===== config.mk =====
export PLATFORM = sky130hd
export DESIGN_NAME = oddr_x2_serializer
export DESIGN_NICKNAME = d
export VERILOG_FILES = /design/src/rtl/oddr_x2_serializer_pkg.sv /design/src/rtl/oddr_x2_serializer.sv
export SDC_FILE = /design/constraint.sdc
export NUM_CORES = 1
export LEC_CHECK = 0
export CAP_MARGIN = 20
export CORE_AREA = 5 5 42 44
export CTS_CLUSTER_SIZE = 20
export DETAILED_ROUTE_END_ITERATION = 8
export DIE_AREA = 0 0 47 49
export PLACE_DENSITY = 0.69
export SYNTH_ARGS = -nofsm -noshare
export SYNTH_HDL_FRONTEND = slang
export SYNTH_SLANG_ARGS = --single-unit

===== constraint.sdc =====
create_clock -name SCLK -period 2.55 [get_ports SCLK]
set_clock_uncertainty 0.15 [all_clocks]
set_input_delay 0.51 -clock SCLK [delete_from_list [all_inputs] [get_ports SCLK]]
set_output_delay 0.51 -clock SCLK [all_outputs]
set_load 0.01 [all_outputs]

===== src/rtl/oddr_x2_serializer_pkg.sv =====
// Shared gearing package for the 4:1 output serializer and its 1:4 input gearing.
// Holds the serializer state encoding, the gear width and the bit-order
// constants, so both directions agree on which parallel bit goes out first.
package oddr_x2_serializer_pkg;

    localparam int unsigned GearWidth = 4;

    // Serializer control state.
    typedef enum logic {
        StIdle  = 1'b0,
        StShift = 1'b1
    } gear_state_e;

    // Position of each parallel bit in the shift register; position 0 is sent
    // first. The input gearing returns position n on the matching output.
    localparam int unsigned PosA0 = 0;
    localparam int unsigned PosB0 = 1;
    localparam int unsigned PosA1 = 2;
    localparam int unsigned PosB1 = 3;

    // Pack the four parallel bits into transmit order.
    function automatic logic [GearWidth-1:0] gear_pack(input logic a0, input logic b0,
                                                       input logic a1, input logic b1);
        logic [GearWidth-1:0] w;
        w        = '0;
        w[PosA0] = a0;
        w[PosB0] = b0;
        w[PosA1] = a1;
        w[PosB1] = b1;
        return w;
    endfunction

endpackage


===== src/rtl/oddr_x2_serializer.sv =====
// 4:1 serializer with a one-word holding register and a ready/valid input.
// Each accepted word {DA0, DB0, DA1, DB1} is sent on Q in the order
// DA0, DB0, DA1, DB1, one bit per enabled SCLK edge; FRM marks the first bit.
// Words queued in the holding register follow without an idle gap.
//
// Ports:
//   SCLK            in   clock, all state updates on rising edge
//   RST             in   synchronous active-high reset
//   CE              in   clock enable; 0 freezes all state and handshakes
//   DA0/DA1/DB0/DB1 in   parallel word
//   VALID           in   parallel word present
//   READY           out  holding register can accept a word
//   Q               out  registered serial data (IDLE_BIT when nothing is sent)
//   FRM             out  registered, high while Q carries the first bit of a word
module oddr_x2_serializer
    import oddr_x2_serializer_pkg::*;
#(
    parameter logic IDLE_BIT = 1'b0
) (
    input  logic SCLK,
    input  logic RST,
    input  logic CE,
    input  logic DA0,
    input  logic DA1,
    input  logic DB0,
    input  logic DB1,
    input  logic VALID,
    output logic READY,
    output logic Q,
    output logic FRM
);

    gear_state_e          state_q, state_d;
    logic [GearWidth-1:0] hold_q, hold_d;
    logic                 hold_full_q, hold_full_d;
    logic [GearWidth-1:0] sr_q, sr_d;
    logic [1:0]           cnt_q, cnt_d;
    logic                 q_q, q_d;
    logic                 frm_q, frm_d;

    logic                 load_word;
    logic                 shift_bit;
    logic                 go_idle;
    logic                 accept;

    // READY depends only on registered state and reset, never on VALID.
    assign READY  = ~RST & ~hold_full_q;
    assign accept = CE & VALID & READY;

    // State register.
    always_ff @(posedge SCLK) begin
        if (RST) begin
            state_q <= StIdle;
        end else begin
            state_q <= state_d;
        end
    end

    // Next-state logic and per-edge action decode.
    always_comb begin
        state_d   = state_q;
        load_word = 1'b0;
        shift_bit = 1'b0;
        go_idle   = 1'b0;
        if (CE) begin
            case (state_q)
                StIdle: begin
                    if (hold_full_q) begin
                        load_word = 1'b1;
                        state_d   = StShift;
                    end else begin
                        go_idle = 1'b1;
                    end
                end
                StShift: begin
                    if (cnt_q != 2'd0) begin
                        shift_bit = 1'b1;
                    end else if (hold_full_q) begin
                        // Word exhausted with the next one waiting: reload without a gap.
                        load_word = 1'b1;
                    end else begin
                        go_idle = 1'b1;
                        state_d = StIdle;
                    end
                end
                default: state_d = StIdle;
            endcase
        end
    end

    // Datapath and output next values.
    always_comb begin
        hold_d      = hold_q;
        hold_full_d = hold_full_q;
        sr_d        = sr_q;
        cnt_d       = cnt_q;
        q_d         = q_q;
        frm_d       = frm_q;

        if (load_word) begin
            q_d         = hold_q[PosA0];
            frm_d       = 1'b1;
            sr_d        = hold_q;
            cnt_d       = 2'd1;
            hold_full_d = 1'b0;
        end
        if (shift_bit) begin
            q_d   = sr_q[cnt_q];
            frm_d = 1'b0;
            cnt_d = cnt_q + 2'd1;
        end
        if (go_idle) begin
            q_d   = IDLE_BIT;
            frm_d = 1'b0;
        end
        // accept needs READY, so it never coincides with load_word clearing the hold.
        if (accept) begin
            hold_d      = gear_pack(DA0, DB0, DA1, DB1);
            hold_full_d = 1'b1;
        end
    end

    always_ff @(posedge SCLK) begin
        if (RST) begin
            hold_q      <= '0;
            hold_full_q <= 1'b0;
            sr_q        <= '0;
            cnt_q       <= 2'd0;
            q_q         <= IDLE_BIT;
            frm_q       <= 1'b0;
        end else begin
            hold_q      <= hold_d;
            hold_full_q <= hold_full_d;
            sr_q        <= sr_d;
            cnt_q       <= cnt_d;
            q_q         <= q_d;
            frm_q       <= frm_d;
        end
    end

    assign Q   = q_q;
    assign FRM = frm_q;

endmodule

==> out/results.txt <==
status: completed
mean post-synth cell area: 9.24 um2
crit path kind: in -> out
starting density of the core: 44.8%
DP HPWL: 811 um
WL/cell: 11.7 um
CP Buf/Inv Count: 2
number of gates resized after cts: 0
Met1 Wirelength: 514 um
fin crit period: 2240 ps
Setup TNS Final: 0 ps
RD Place Congestion: 0.804
CTS sink cnt: 14
commonest non-fill, non-tap cell in the layout: dfxtp_1
crit end category: output port
post-route insts no fill: 96
met3 routed WL: 80 um
syn nets: 77
worst vdd ir: 403 uV
PortBufs: 10
GRT Overall Usage: 12.2%
fin crit share: 88.0%
Post-Syn Instances: 68
H-tree levels: 1
DP Cell Count: 92
Die ar.: 2300 um2
Slowest-stage cell, CP: clkdlybuf4s50_1
Yosys top cell area share: 44.6%
drt first-iter violations: 7
pwr/cell area: 576 nW/um2
worst setup margin: 307 ps
Max Slew Vio Count: 0
Post-Syn Area: 628 um2
Hold Crit Class: reg -> reg
worst-margin pin slew: 421 ps
Net count, final: 90
CP peak stage delay: 540 ps
Area contributors post-synth: dfxtp_1 45%, mux2i_1 9.6%, a21oi_1 6.4%
Seq/Total Area, Yosys: 44.6%
Peak Freq: 0.446 GHz
Vias per Instance: 5.07
core area: 1400 um2
largest area contributor in the netlist: dfxtp_1
final hold vios: 0
antenna-violating nets left: 0
first-pass GRT wire length: 2030 um
CTS max path bufs: 2
antenna violations before repair: 0
Clk pin slew, worst setup/hold paths: 80 ps
DRC viols: 0
height of the chip: 49 um
max_cap viols: 0
startpoint types: primary input
Die Width: 47 um
Setup Fix Bufs, Post-CTS: 0
routed wire length: 1120 um
Crit Path Max Fanout: 2
TritonCTS clock tree: done
synth unique cells: 22
Worst Path Required: 1890 ps
synth-to-layout area growth: 22.5%
Clk Latency, worst-skew pair: 280 ps
CTS hold repair buffers: 0
Synth Register Bits: 14
Largest delay share family, worst path: buffers and inverters
pre-CTS setup slack: 325 ps
Static Leak: 0.283 nW
Total Power: 0.000443 W
TritonRoute pass-1 iters: 4
max layer used: met4
Site Rows: 14
largest net degree at the start of global routing: 15
Critical Path Most Common Cell: clkdlybuf4s50_1
final setup violation count: 0
vias in the first global route: 507
WL met2: 492 um
commonest non-fill, non-tap cells in the layout: 14 x dfxtp_1, 10 x clkdlybuf4s50_1, 8 x nor2_1, 8 x a21oi_1, 7 x nand2_1
number of buffers created by CTS: 3
cells along the critical path: clkdlybuf4s50_1 > nor2_1 > clkdlybuf4s50_1
unrepaired setup endpoints after global routing: false
WP data arrival: 1580 ps
clk root buf: clkbuf_4
antenna diode count: 0
I/O Pins: 11
Overflow after GRT: 0
Synth Warn #: 0
Max-slew headroom: 71.8%
Vias: 487
share of cells above drive strength 1: 17.5%
worst min-delay path, stage by stage (launching register included):
cell and delay (ps):
dfxtp_1 320, nand2_1 50, a21oi_1 50
state kept, by name (all words and copies together) (netlist names):
name / flops
cnt_q: 2
FRM: 1
hold_full_q: 1
state_q: 1
sr_q: 4
Q: 1
hold_q: 4
area by class of cell:
class                           instances  area [um2]
Multi-Input combinational cell         48         314
Sequential cell                        14         280
Inverter                                3        11.3
Timing Repair Buffer                   11         108
Clock buffer                            4        36.3
Fill cell                             138         632
Tap cell                               16        20.0
cells by family after synthesis:
family / synth area share [%]
buf+inv: 5.38
mux: 9.56
simple gates: 23.9
compound gates: 14.5
fa+ha+maj: 1.99
flops: 44.6
report_power, final:
| group | leakage, nW | switching, W | internal [W] | total (W) |
|---|---|---|---|---|
| Clock | 0.0210 | 0.0000744 | 0.0000869 | 0.000161 |
| Sequential | 0.114 | 0.00000543 | 0.000226 | 0.000232 |
| Combinational | 0.148 | 0.0000229 | 0.0000270 | 0.0000499 |
| Total | 0.283 | 0.000103 | 0.000340 | 0.000443 |
Yosys cell counts:
master and instances:
nor3_1 1, a31o_1 1, o21ai_2 1, dfxtp_1 14, o21ai_0 4, a32oi_1 1, nand3b_2 1, o21ai_1 1
inv_1 3, a21oi_1 8, buf_6 1, mux2i_1 6, nor3_2 4, nor2_1 8, clkbuf_1 1, nor2_4 1
nor2b_4 1, nand2_1 7, nand2b_1 1, ha_1 1, buf_4 1, nand2_2 1
per-layer routing:
layer  track usage (%)  vias up
met5                 0        -
met4              6.91        0
met3              3.32        5
met2              18.6       12
met1              14.9      208
li1                  -      262
path summary, 6_finish.rpt:
| path | start | to | slack, ps | depth (start not counted) |
|---|---|---|---|---|
| max | RST | READY | 310 | 3 |
| max reg2reg | cnt_q[0]$_SDFFE_PP0P_ | cnt_q[1]$_SDFFE_PP0P_ | 990 | 6 |
| min reg2reg | hold_q[1]$_SDFFE_PP0P_ | sr_q[1]$_SDFFE_PP0P_ | 300 | 2 |
| min | hold_q[1]$_SDFFE_PP0P_ | sr_q[1]$_SDFFE_PP0P_ | 300 | 2 |
through the flow:
| step | hold slack (ps) | instance area, um2 | util (%) |
|---|---|---|---|
| CTS | 309 | 769 | 54.9 |
| global route | 333 | 769 | 54.9 |
| floorplan | 275 | 628 | - |
| finish | 304 | 769 | 54.9 |
| global placement | 290 | 733 | 52.3 |
| detailed placement | 297 | 733 | 52.3 |
No activity file was read; power rests on OpenSTA's default activity.
